## config.mk

```make
export PLATFORM = sky130hd
export DESIGN_NAME = adc_avg_sched
export DESIGN_NICKNAME = d
export VERILOG_FILES = /design/src/rtl/adc_pkg.sv /design/src/rtl/adc_avg_out_buf.sv /design/src/rtl/adc_avg_sched.sv
export SDC_FILE = /design/constraint.sdc
export NUM_CORES = 1
export LEC_CHECK = 0
export CELL_PAD_IN_SITES_DETAIL_PLACEMENT = 1
export CELL_PAD_IN_SITES_GLOBAL_PLACEMENT = 1
export CORE_MARGIN = 3
export CORE_UTILIZATION = 40
export DETAILED_ROUTE_END_ITERATION = 10
export PLACE_DENSITY_LB_ADDON = 0.1
export SLEW_MARGIN = 20
export SYNTH_ARGS = -nofsm -noshare
export SYNTH_HDL_FRONTEND = slang
export SYNTH_SLANG_ARGS = --single-unit
```

## constraint.sdc

```tcl
create_clock -name clk -period 3.8 [get_ports clk]
set_input_delay 0.57 -clock clk [delete_from_list [all_inputs] [get_ports clk]]
set_output_delay 0.57 -clock clk [all_outputs]
set_load 0.005 [all_outputs]
```

## src/rtl/adc_pkg.sv

```systemverilog
// Shared types and constants for the AD9248 dual-channel averaging path.
package adc_pkg;

    localparam int ADC_W = 14;

    function automatic int acc_w(input int n, input int log2_win_max);
        return n + log2_win_max;
    endfunction

    typedef enum logic [1:0] {
        S_IDLE  = 2'd0,
        S_WAIT  = 2'd1,
        S_ADD_A = 2'd2,
        S_ADD_B = 2'd3
    } state_t;

    localparam logic CH_A = 1'b0;
    localparam logic CH_B = 1'b1;

endpackage

```

## src/rtl/adc_avg_out_buf.sv

```systemverilog
// Two-entry result hold: presents channel A then channel B on one valid/ready stream.
module adc_avg_out_buf
    import adc_pkg::*;
#(
    parameter int N = ADC_W
) (
    input  logic         clk,
    input  logic         reset,
    input  logic         load,
    input  logic [N-1:0] res_a,
    input  logic [N-1:0] res_b,
    input  logic         out_ready,
    output logic [N-1:0] out_data,
    output logic         out_ch,
    output logic         out_valid
);

    logic [N-1:0] res_a_q, res_a_d;
    logic [N-1:0] res_b_q, res_b_d;
    logic         pend_a_q, pend_a_d;
    logic         pend_b_q, pend_b_d;

    always_ff @(posedge clk) begin
        if (reset) begin
            res_a_q  <= '0;
            res_b_q  <= '0;
            pend_a_q <= 1'b0;
            pend_b_q <= 1'b0;
        end else begin
            res_a_q  <= res_a_d;
            res_b_q  <= res_b_d;
            pend_a_q <= pend_a_d;
            pend_b_q <= pend_b_d;
        end
    end

    always_comb begin
        res_a_d  = res_a_q;
        res_b_d  = res_b_q;
        pend_a_d = pend_a_q;
        pend_b_d = pend_b_q;
        if (out_valid && out_ready) begin
            if (pend_a_q) pend_a_d = 1'b0;
            else          pend_b_d = 1'b0;
        end
        // The scheduler only loads when both entries are empty.
        if (load) begin
            res_a_d  = res_a;
            res_b_d  = res_b;
            pend_a_d = 1'b1;
            pend_b_d = 1'b1;
        end
    end

    always_comb begin
        out_valid = pend_a_q | pend_b_q;
        out_ch    = (!pend_a_q && pend_b_q) ? CH_B : CH_A;
        if (pend_a_q)      out_data = res_a_q;
        else if (pend_b_q) out_data = res_b_q;
        else               out_data = '0;
    end

endmodule

```

## src/rtl/adc_avg_sched.sv

```systemverilog
// Block averager for two ADC channels sharing one adder; results leave A then B.
//   state   | meaning
//   S_IDLE  | stopped, waiting for enable rising edge
//   S_WAIT  | armed, waiting for sample_stb
//   S_ADD_A | accumulate held channel A sample
//   S_ADD_B | accumulate held channel B sample, count, complete window
module adc_avg_sched
    import adc_pkg::*;
#(
    parameter int N            = ADC_W,
    parameter int LOG2_WIN_MAX = 4
) (
    input  logic         clk,
    input  logic         reset,
    input  logic         enable,
    input  logic [2:0]   win_log2,
    input  logic         sample_stb,
    input  logic [N-1:0] adc_a,
    input  logic [N-1:0] adc_b,
    output logic [N-1:0] out_data,
    output logic         out_ch,
    output logic         out_valid,
    input  logic         out_ready,
    output logic         busy,
    output logic         overrun
);

    localparam int         ACC_W = acc_w(N, LOG2_WIN_MAX);
    localparam int         CNT_W = LOG2_WIN_MAX + 1;
    localparam logic [2:0] W_MAX = 3'(LOG2_WIN_MAX);

    state_t             state_q, state_d;
    logic               enable_q, enable_d;
    logic [2:0]         w_q, w_d;
    logic [ACC_W-1:0]   acc_a_q, acc_a_d;
    logic [ACC_W-1:0]   acc_b_q, acc_b_d;
    logic [CNT_W-1:0]   cnt_q, cnt_d;
    logic [N-1:0]       hold_a_q, hold_a_d;
    logic [N-1:0]       hold_b_q, hold_b_d;
    logic               overrun_q, overrun_d;

    logic               start;
    logic [ACC_W-1:0]   add_lhs;
    logic [N-1:0]       add_rhs;
    logic [ACC_W-1:0]   sum;
    logic [CNT_W-1:0]   cnt_inc;
    logic [CNT_W-1:0]   win_len;
    logic               win_done;
    logic               load;
    logic [N-1:0]       res_a;
    logic [N-1:0]       res_b;

    always_ff @(posedge clk) begin
        if (reset) begin
            state_q   <= S_IDLE;
            enable_q  <= 1'b0;
            w_q       <= '0;
            acc_a_q   <= '0;
            acc_b_q   <= '0;
            cnt_q     <= '0;
            hold_a_q  <= '0;
            hold_b_q  <= '0;
            overrun_q <= 1'b0;
        end else begin
            state_q   <= state_d;
            enable_q  <= enable_d;
            w_q       <= w_d;
            acc_a_q   <= acc_a_d;
            acc_b_q   <= acc_b_d;
            cnt_q     <= cnt_d;
            hold_a_q  <= hold_a_d;
            hold_b_q  <= hold_b_d;
            overrun_q <= overrun_d;
        end
    end

    // Single adder, steered by state between the two channels.
    always_comb begin
        start    = enable && !enable_q;
        add_lhs  = (state_q == S_ADD_A) ? acc_a_q  : acc_b_q;
        add_rhs  = (state_q == S_ADD_A) ? hold_a_q : hold_b_q;
        sum      = add_lhs + ACC_W'(add_rhs);
        cnt_inc  = cnt_q + CNT_W'(1);
        win_len  = CNT_W'(1) << w_q;
        win_done = (state_q == S_ADD_B) && (cnt_inc == win_len);
        // acc_a already holds the final A sample by the time ADD_B runs.
        res_a    = N'(acc_a_q >> w_q);
        res_b    = N'(sum >> w_q);
        load     = win_done && !out_valid;
    end

    always_comb begin
        state_d   = state_q;
        enable_d  = enable;
        w_d       = w_q;
        acc_a_d   = acc_a_q;
        acc_b_d   = acc_b_q;
        cnt_d     = cnt_q;
        hold_a_d  = hold_a_q;
        hold_b_d  = hold_b_q;
        overrun_d = overrun_q;
        if (start) overrun_d = 1'b0;
        case (state_q)
            S_IDLE: begin
                if (start) begin
                    state_d = S_WAIT;
                    w_d     = (win_log2 > W_MAX) ? W_MAX : win_log2;
                    acc_a_d = '0;
                    acc_b_d = '0;
                    cnt_d   = '0;
                end
            end
            S_WAIT: begin
                if (!enable) begin
                    state_d = S_IDLE;
                end else if (sample_stb) begin
                    hold_a_d = adc_a;
                    hold_b_d = adc_b;
                    state_d  = S_ADD_A;
                end
            end
            S_ADD_A: begin
                acc_a_d = sum;
                if (sample_stb) overrun_d = 1'b1;
                state_d = S_ADD_B;
            end
            S_ADD_B: begin
                if (sample_stb) overrun_d = 1'b1;
                if (win_done) begin
                    acc_a_d = '0;
                    acc_b_d = '0;
                    cnt_d   = '0;
                    if (out_valid) overrun_d = 1'b1;
                end else begin
                    acc_b_d = sum;
                    cnt_d   = cnt_inc;
                end
                state_d = enable ? S_WAIT : S_IDLE;
            end
            default: state_d = S_IDLE;
        endcase
    end

    adc_avg_out_buf #(.N(N)) u_out_buf (
        .clk       (clk),
        .reset     (reset),
        .load      (load),
        .res_a     (res_a),
        .res_b     (res_b),
        .out_ready (out_ready),
        .out_data  (out_data),
        .out_ch    (out_ch),
        .out_valid (out_valid)
    );

    assign busy    = (state_q != S_IDLE);
    assign overrun = overrun_q;

endmodule

```

==> metrics.txt <==
Distinct cells, synth=74; crit path max fanout=20; die width=134 um; largest net degree at the start of global routing=95; routed vias/inst=5.64; crit share post-route=92.7%; Final ANT Viol Nets=0; Max Buffers Root-to-Sink=2; initial antenna violation count=0; vias in the first global route=6,284; syn_area_per_cell=7.83 um^2; area of the core=15,900 um^2; Critical Path Start Type=register; num ports=54; Syn Inst Count=837; max-cap violation count=0; Pleak=2.88 nW; routed via count=6,160; Setup WS pre-CTS=71.2 ps; Port Buffers=53; TritonRoute pass-1 iters=5; Post-Layout Inst Area=7660 um^2; critical path class=register to register; Final HPWL DP=14.4 mm; Pins Over Slew Limit=0; Critical Path RT=4050 ps; Layout Cells excl Fill=1,092; RePlAce Congestion=0.840; Slew headroom=28.5%; Diodes inserted=0; maximum vdd drop=0.000228 V; setup TNS=0 ps; CTS tree=built; Initial DRC Count=344; Post-Route Skew=8.62 ps; net count of the finished layout=923; DRC violations left=0; final hold vios=0; synthesized cell area=6550 um^2; row count=46; CTS root buf=clkbuf_16; post-synth top area cell=dfxtp_1; first-pass GRT wire length=32.6 mm; Filler cells=1,970; die area=17,900 um^2; clock sinks=106; layout overhead on the synthesized area=17.0%; placed cell area=7350 um^2; die height=134 um; Wirelength per Cell=17.9 um; Setup Viol. Count Final=0; Hold Path Class=register to register; top cells by area, synth=dfxtp_1, nand2_1, a21oi_1, nor2_1, mux2i_1; Cell Pwr Density=292 nW/um^2; Worst-path clk slew=70 ps; share of the synthesized area in the top cell type=32.4%; clk_lat worst skew=360 ps; # hold bufs at CTS=0; layout cell share with drive strength beyond 1=11.4%; post-synthesis async set-or-reset flop share=0%; Final Util=48.1%; Yosys warning count=0; H-Tree Depth=3; Arr. time, crit path=3770 ps; final hold slack=457 ps; maximum clock frequency=284 MHz; Starting Density=41.1%; Seq/Total Area, Yosys=32.4%; Net Count, Synth=889; final total power=2.24 mW; Seq cells post-synth=106; actual slew at the worst max-slew pin=1070 ps; Crit. End Element=register; Post-synth EDFFs=0; total CTS buffers=9; ys flop type=dfxtp_1; Final min period=3520 ps; placed cell count=1,074; GRT Overall Usage=22.3%; status=finished, final reports clean; Setup WS post-layout=279 ps; final wirelength=19.6 mm; Overflow after GRT=0
-- final timing paths --
| check | start | endpoint | slack [ps] | cells past startpoint |
|---|---|---|---|---|
| min | hold_a_q[4]$_SDFFE_PP0P_ | hold_a_q[4]$_SDFFE_PP0P_ | 460 | 2 |
| max reg2reg | register | u_out_buf.res_b_q[10]$_SDFFE_PP0P_ | 280 | 17 |
| max | register | u_out_buf.res_b_q[10]$_SDFFE_PP0P_ | 280 | 17 |
| min reg2reg | hold_a_q[4]$_SDFFE_PP0P_ | hold_a_q[4]$_SDFFE_PP0P_ | 460 | 2 |
-- cells by family (layout without fill, tap and decap cells) --
logic type                 Yosys count  count (layout)  synth area share [%]
muxes                               50              50                  10.2
AOI/OAI and AO/OA                  221             221                  23.7
DFF                                106             106                  32.4
adders and majority gates           16              16                  3.17
xor gates and xnor gates            18              18                  2.81
and+or+nand+nor                    348             348                  22.8
buffers and inverters               78             117                  4.87
-- final cells by class --
cell class	instances	area, um^2	area share, %
clock inverter	3	15.0	0.196
inverter	14	52.6	0.686
multi-input combinational	653	4160	54.2
sequential	106	2120	27.7
clock buffer	13	250	3.27
tap	216	270	3.53
timing repair buffer	87	797	10.4
-- report_power, final --
part	total [mW]	internal [mW]	switching [mW]
sequential	1.13	1.12	0.00762
combinational	0.222	0.0882	0.134
clock	0.889	0.461	0.428
total	2.24	1.67	0.569
-- worst max-delay path, stage by stage (launching register included) --
cell	delay [ps]
dfxtp_1	320
buf_4	160
nand2b_1	100
buf_6	190
nand2_1	70
nand2_1	70
ha_1	240
inv_1	80
fa_1	390
nand2b_1	200
a21o_1	200
a31oi_2	260
o22ai_2	170
xnor2_2	170
buf_4	150
mux4_1	490
nand2_1	80
a21oi_1	60
-- Yosys cell counts, types with 10 or more instances --
| master | n |
|---|---|
| buf_2 | 14 |
| xnor2_1 | 13 |
| mux4_2 | 11 |
| nor2_1 | 81 |
| a22oi_1 | 34 |
| nor3_1 | 10 |
| dfxtp_1 | 106 |
| nand2b_1 | 10 |
| o21ai_0 | 21 |
| a22o_1 | 14 |
| clkbuf_1 | 42 |
| ha_1 | 15 |
| inv_1 | 12 |
| mux2i_1 | 29 |
| a211oi_1 | 22 |
| a21oi_1 | 69 |
| nand2_1 | 200 |
-- placed cells by master, fill, tap and decap left out, types with 10 or more instances in the layout --
| master | n |
|---|---|
| o21ai_0 | 21 |
| nand2_1 | 200 |
| buf_4 | 32 |
| mux4_2 | 11 |
| xnor2_1 | 11 |
| dfxtp_1 | 105 |
| a211oi_1 | 21 |
| inv_1 | 12 |
| nor2_1 | 81 |
| a21oi_1 | 69 |
| clkdlybuf4s50_1 | 52 |
| ha_1 | 15 |
| mux2i_1 | 29 |
| a22oi_1 | 34 |
| a22o_1 | 14 |
| nand2b_1 | 10 |
-- state kept, by name (all words and copies together), names as in the netlist, named ones only --
signal and cells:
u_out_buf.res_b_q 14, hold_b_q 14, overrun 1, u_out_buf.pend_a_q 1, state_q 1, u_out_buf.pend_b_q 1, cnt_q 5, acc_b_q 18
w_q 3, acc_a_q 18, enable_q 1, u_out_buf.res_a_q 14, hold_a_q 14
-- layer usage --
layer / track usage (%) / up-vias / share of wire (%)
met5: 0 / - / 0
met4: 6.91 / 0 / 1.5
met3: 2.85 / 20 / 3.8
met2: 37.6 / 121 / 47
met1: 30.0 / 2981 / 48
li1: - / 3038 / -
-- timing repair --
action	4_1_cts	5_1_grt
setup endpoints to repair	0	8
gates resized for setup	0	4
buffers inserted	0	2
Power figures use the tool's default switching activity.
